[src/rtl/counter_pkg.sv]
// Shared definitions for the counter/timebase blocks.
//   DIR_DOWN / DIR_UP : encoding of the up_dn direction input
//   presc_width(div)  : register width for a 0..div-1 prescaler (at least 1)
package counter_pkg;

  localparam logic DIR_DOWN = 1'b0;
  localparam logic DIR_UP   = 1'b1;

  function automatic int presc_width(input int div);
    return ($clog2(div) < 1) ? 1 : $clog2(div);
  endfunction

endpackage

[src/rtl/tick_gen.sv]
// Clock-enable prescaler: emits a one-cycle tick every DIV enabled clk cycles.
// Ports:
//   clk  : clock, rising edge
//   rst  : asynchronous active-high reset, presc -> 0
//   en   : advance enable; presc holds when low
//   clr  : synchronous clear of presc (wins over en)
//   tick : combinational strobe, en && presc == DIV-1 (forced low in reset)
module tick_gen
  import counter_pkg::*;
#(
  parameter int DIV = 5
) (
  input  logic clk,
  input  logic rst,
  input  logic en,
  input  logic clr,
  output logic tick
);

  localparam int PW = presc_width(DIV);
  localparam logic [PW-1:0] LAST = PW'(DIV - 1);

  logic [PW-1:0] presc;

  always_ff @(posedge clk or posedge rst) begin
    if (rst) begin
      presc <= '0;
    end else if (clr) begin
      presc <= '0;
    end else if (en) begin
      if (presc == LAST) presc <= '0;
      else               presc <= presc + 1'b1;
    end
  end

  // For DIV=1 presc is constantly 0, so the !rst term is what keeps tick
  // low during reset; for larger DIV it is redundant but harmless.
  assign tick = en && (presc == LAST) && !rst;

endmodule

[src/rtl/prescaled_counter.sv]
// Modulo up/down counter stepped by an internal prescaler tick.
// Ports:
//   clk      : clock, rising edge
//   rst      : asynchronous active-high reset (out=0, presc=0, wrap=0)
//   en       : prescaler enable
//   up_dn    : direction, 1 = up, 0 = down, sampled on tick cycles
//   clr      : synchronous clear of counter and prescaler
//   load     : synchronous parallel load (clamped to MODULO-1)
//   load_val : value to load
//   out      : registered count, 0..MODULO-1
//   tick     : combinational step strobe
//   wrap     : registered one-cycle pulse when out wraps around
module prescaled_counter
  import counter_pkg::*;
#(
  parameter int WIDTH  = 4,
  parameter int MODULO = 10,
  parameter int DIV    = 5
) (
  input  logic             clk,
  input  logic             rst,
  input  logic             en,
  input  logic             up_dn,
  input  logic             clr,
  input  logic             load,
  input  logic [WIDTH-1:0] load_val,
  output logic [WIDTH-1:0] out,
  output logic             tick,
  output logic             wrap
);

  localparam logic [WIDTH-1:0] MAX_VAL = WIDTH'(MODULO - 1);
  // One extra bit so MODULO = 2**WIDTH is representable in the clamp compare.
  localparam logic [WIDTH:0]   MOD_EXT = (WIDTH + 1)'(MODULO);

  logic [WIDTH-1:0] load_clamped;

  tick_gen #(.DIV(DIV)) u_tick (
    .clk  (clk),
    .rst  (rst),
    .en   (en),
    .clr  (clr),
    .tick (tick)
  );

  assign load_clamped = ({1'b0, load_val} >= MOD_EXT) ? MAX_VAL : load_val;

  always_ff @(posedge clk or posedge rst) begin
    if (rst) begin
      out  <= '0;
      wrap <= 1'b0;
    end else if (clr) begin
      out  <= '0;
      wrap <= 1'b0;
    end else if (load) begin
      out  <= load_clamped;
      wrap <= 1'b0;
    end else if (tick) begin
      if (up_dn == DIR_UP) begin
        if (out == MAX_VAL) begin
          out  <= '0;
          wrap <= 1'b1;
        end else begin
          out  <= out + 1'b1;
          wrap <= 1'b0;
        end
      end else begin
        if (out == '0) begin
          out  <= MAX_VAL;
          wrap <= 1'b1;
        end else begin
          out  <= out - 1'b1;
          wrap <= 1'b0;
        end
      end
    end else begin
      wrap <= 1'b0;
    end
  end

endmodule

[config.mk]
export PLATFORM = sky130hd
export DESIGN_NAME = prescaled_counter
export DESIGN_NICKNAME = d
export VERILOG_FILES = /design/src/rtl/counter_pkg.sv /design/src/rtl/tick_gen.sv /design/src/rtl/prescaled_counter.sv
export SDC_FILE = /design/constraint.sdc
export NUM_CORES = 1
export LEC_CHECK = 0
export ABC_CLOCK_PERIOD_IN_PS = 1900
export CORE_MARGIN = 3
export CORE_UTILIZATION = 46
export DETAILED_ROUTE_END_ITERATION = 12
export GPL_ROUTABILITY_DRIVEN = 0
export PLACE_DENSITY = 0.76
export SLEW_MARGIN = 20
export SYNTH_ARGS = -nofsm -noshare
export SYNTH_HDL_FRONTEND = slang
export SYNTH_SLANG_ARGS = --single-unit
[constraint.sdc]
create_clock -name clk -period 1.9 [get_ports clk]
set_input_delay 0.285 -clock clk [delete_from_list [all_inputs] [get_ports clk]]
set_output_delay 0.285 -clock clk [all_outputs]
set_load 0.005 [all_outputs]
=== Word-level counts from Yosys, hierarchy flattened ===
Cells that the tools add are included.

* Register bits after elaboration: 8
* Input port bits: 10
* Output and inout bits: 6
* Logic and storage cells: 31

* Add/sub/neg operators: 3
* $lt $le $gt $ge: 1
* Eq/ne operators: 2
* Multiplexer cells: 16
* Reductions and logical operators: 6

{| class="wikitable"
|+ Operators by type and width
! kind !! count
|-
| $mux W4 || 7
|-
| $mux W3 || 3
|-
| $mux W1 || 6
|-
| $add A4 B1 Y4 const B || 1
|-
| $eq A4 B4 Y1 const B || 1
|-
| $ge A4 B4 Y1 const B || 1
|-
| $logic_not A4 Y1 || 1
|-
| $sub A4 B1 Y4 const B || 1
|-
| $add A3 B1 Y3 const B || 1
|-
| $eq A3 B3 Y1 const B || 1
|-
| $reduce_bool A3 Y1 || 1
|-
| $logic_and A1 B1 Y1 || 2
|-
| $reduce_bool A2 Y1 || 1
|-
| $logic_not A1 Y1 || 1
|}

=== Depth between registers and ports, before layout ===
* Depth after elaboration: 6
* Mapped depth: 7
* Depth with buffers taken out: 7

=== Cells and area by module ===
From an unflattened synthesis, not the netlist that was laid out.

* Cell total of the unflattened synthesis: 63
* Area total of the unflattened synthesis: 571.8 um^2

{| class="wikitable"
|+ Modules (own cells, without submodules)
! module !! instances !! cells each !! area each (um^2) !! seq. area each (um^2)
|-
| prescaled_counter || 1 || 44 || 391.6 || 125.1
|-
| tick_gen || 1 || 19 || 180.2 || 75.1
|}

=== Worst setup path before layout ===
Ideal clock, no wire load.

* Path type: register -> register
* Start point: reg u_tick.presc[0]
* End point: reg out[3]
* Setup time: 0.143 ns
* Data arrival time: 1.363 ns
* Required time: 1.757 ns
* Slack: 0.394 ns
* Cell stages (with the launch flop): 8
* Buffers on the path: 0
* Clock period less this slack: 1.506 ns
* Cells stage by stage: dfrtp_1 inv_1 ha_1 nand4b_4 clkinv_2 o211ai_1 a221oi_1 a221oi_1

* Cells in the longest elaborated chain, start to end: 4

{| class="wikitable"
|+ RTL lines
! item !! RTL line !! text
|-
| from (decl) || tick_gen.sv:23 || <nowiki>logic [PW-1:0] presc;</nowiki>
|-
| from (signal assigned) || tick_gen.sv:32 || <nowiki>else presc <= presc + 1'b1;</nowiki>
|-
| $eq A3 B3 Y1 || tick_gen.sv:38 || <nowiki>assign tick = en && (presc == LAST) && !rst;</nowiki>
|-
| $logic_and A1 B1 Y1 (2 in series) || tick_gen.sv:38 ||
|-
| net tick || prescaled_counter.sv:28 || <nowiki>output logic tick,</nowiki>
|-
| $reduce_bool A3 Y1 (no line) || - ||
|-
| to (signal assigned) || prescaled_counter.sv:56 || <nowiki>out <= load_clamped;</nowiki>
|-
| to (signal assigned) || prescaled_counter.sv:64 || <nowiki>out <= out + 1'b1;</nowiki>
|-
| to (signal assigned) || prescaled_counter.sv:72 || <nowiki>out <= out - 1'b1;</nowiki>
|-
| to (decl) || prescaled_counter.sv:27 || <nowiki>output logic [WIDTH-1:0] out,</nowiki>
|}

The timed path passes the listed nets, and every way through them passes these cells.
A chain may end at the register's enable or synchronous reset.

=== Final worst setup path ===
* Start point: reg out[2]
* End point: out out[2]

No word-level cell between the ends.

==> results.yml <==
detailed_routing:
  drt-initial-drc-count: 26
  via_count: 592
  drc: 0
  vias_per_cell: 5.69
  drt_pass1_iterations: 4
  drtAntennaViolNets: 0
  drt-wirelength-per-cell_um: 13.5
  wl_um: 1410
worst_setup_path:
  start_kind: "register"
  crit_path_end_kind: "output port"
  required_ns: 1.62
  crit_buf_inv: 1
  cp.arrival_ns: 1.37
  max_stage_delay_ns: 0.58
  cp_max_fo: 9
  crit_slowest_cell: "clkdlybuf4s50_1"
  path_delay_family: "buffers and inverters"
  worstSetupPathType: "register to output port"
  cp_cell_sequence: "clkdlybuf4s50_1"
grt:
  overflow: 0
  grt_pass1_vias: 531
  grtUsageTotal: 0.163
  grt_max_degree: 11
  antenna_found_initial: 0
  grt_pass1_wl_um: 2210
sta:
  fin_crit_sh: 0.872
  fmax_ghz: 0.603
  hold_viol: 0
  tns_ns: 0
  finalSetupViolCount: 0
  worst_slew_pin_slew_ns: 0.370
  timing.slew.headroom: 0.752
  rsz0062_at_grt: "false"
  fin_skew_ns: 0.00871
  fin_ws_ns: 0.242
  slew_viol_final: 0
  final.min_clock_period_ns: 1.66
logic_synthesis:
  syn_inst: 73
  avgSynthCellArea_um2: 8.38
  synthTopCellsByArea: "dfrtp_1, a221oi_2, inv_1"
  ys_seq_area_frac: 0.327
  ys_ff_latch: 8
  synthFlopType: "dfrtp_1"
  yosys.area.top_type: "dfrtp_1"
  syn-cell-area_um2: 612
  ys_types: 32
  async_flop_share: 1.00
  synth_edf_count: 0
  yosysWarnings: 0
  synth_top_area_frac: 0.327
  syn_nets: 85
clock_tree:
  clockBufferDepth: 2
  hold_buffers: 0
  numClockSinks: 8
  clock-root-buffer: "clkbuf_4"
  h-tree-depth: 1
  cts_tree: "built"
  path_clk_slew_ns: 0.06
  numCtsBuffers: 3
  insertion_delay_ns: 0.26
floorplanning:
  die_area_um2: 1800
  rows: 12
  die_height_um: 42.5
  start_util: 0.522
  coreArea_um2: 1170
  die_w_um: 42.5
  io_pins: 16
power:
  p_per_area_nw_per_um2: 523
  p_leak_uw: 0.000377
  power.total_uw: 430
  irDropWorstVdd_v: 0.000496
job:
  maxCapViolations: 0
outcome:
  status: "completed"
placement:
  dpl_worst_slack_ns: 0.0844
  port_buffers: 15
  hpwl_um: 1030
  placed_cells: 99
final_layout:
  diodes: 0
  finalNonFillerCells: 104
  fin_nets: 104
  fin_util: 0.702
  drive_above_1_share: 0.222
  area_growth_pct: 34.4
hold_path:
  min_path_type: "input port to asynchronous set/reset pin"
==> metrics by stage <==
| stage | hold slack, ns | area [µm²] |
|---|---|---|
| 5_1_grt | 0.374 | 822 |
| 6_report | 0.324 | 822 |
| 4_1_cts | 0.334 | 811 |
| 2_1_floorplan | 0.101 | 612 |
| 3_3_place_gp | 0.547 | 768 |
| 3_5_place_dp | 0.558 | 768 |
==> routing by layer <==
metal / track usage / vias up / wire [µm]
met4: 0.0745 / 0 / 15
met5: 0 / - / 0
met3: 0.0644 / 4 / 95
li1: - / 296 / -
met2: 0.240 / 23 / 638
met1: 0.207 / 269 / 660
==> kinds of logic (layout without fill, tap and decap cells) <==
| kind of cell | Yosys count | after routing | synth area share |
|---|---|---|---|
| and+or+nand+nor | 26 | 26 | 0.252 |
| adders and majority gates | 2 | 2 | 0.0409 |
| DFF | 8 | 8 | 0.327 |
| buffers and inverters | 14 | 31 | 0.100 |
| xor gates and xnor gates | 1 | 1 | 0.0143 |
| AOI/OAI and AO/OA | 22 | 22 | 0.266 |
==> worst reg2reg max path: cells and delay by family (launching register included) <==
family	cells	cell delay, ns
compound gates	3	0.60
flops	1	0.41
buf+inv	2	0.27
fa+ha+maj	1	0.15
simple gates	1	0.11
==> where the power goes <==
group | total (µW) | switching [µW] | internal [µW]
Sequential | 197 | 18.2 | 179
Combinational | 103 | 47.6 | 55.7
Clock | 129 | 57.1 | 72.2
==> synthesized netlist by cell type, types with 3 or more instances <==
cell type,number
dfrtp_1,8
inv_1,7
nor2_1,6
o21ai_0,5
nand2_1,5
o21ai_1,3
nor3_1,4
a21oi_1,5
==> state kept, by name, summed over array words and instances, names as in the netlist <==
| signal | count |
|---|---|
| u_tick.presc | 3 |
| out | 4 |
| wrap | 1 |
==> layout make-up <==
cell class,instances,area (µm²)
Timing Repair Buffer,19,183
Sequential cell,8,200
Clock buffer,3,22.5
Fill cell,93,349
Inverter,9,36.3
Tap cell,14,17.5
Multi-Input combinational cell,51,363
==> final timing paths <==
path                                    to  depth (start not counted)  slack (ns)             from
min in group clk           u_tick.presc[1]                          2        0.57  u_tick.presc[1]
min                                 out[3]                          2        0.32              rst
max reg2reg                         out[2]                          7        0.27  u_tick.presc[0]
min reg2reg                u_tick.presc[1]                          2        0.57  u_tick.presc[1]
max in group asynchronous           out[0]                          2        1.33              rst
max                                 out[2]                          1        0.24           out[2]
==> repair_timing <==
action,4_1_cts,5_1_grt
setup endpoints to repair,1,1
resized for setup,2,4
setup buffers,1,1
pin swaps,1,0
==> layout by cell type (no fill, tap or decap), types with 2 or more instances in the layout <==
cell type / n
nand3_1: 2
a221oi_1: 2
buf_4: 4
a21oi_1: 5
o21ai_0: 5
dfrtp_1: 8
inv_2: 3
clkbuf_4: 3
inv_1: 5
nand2_1: 5
nor2_1: 6
o21ai_1: 3
a221oi_2: 2
clkdlybuf4s50_1: 14
nor3_1: 4
nand2b_2: 2
(Power assumes the default switching activity.)
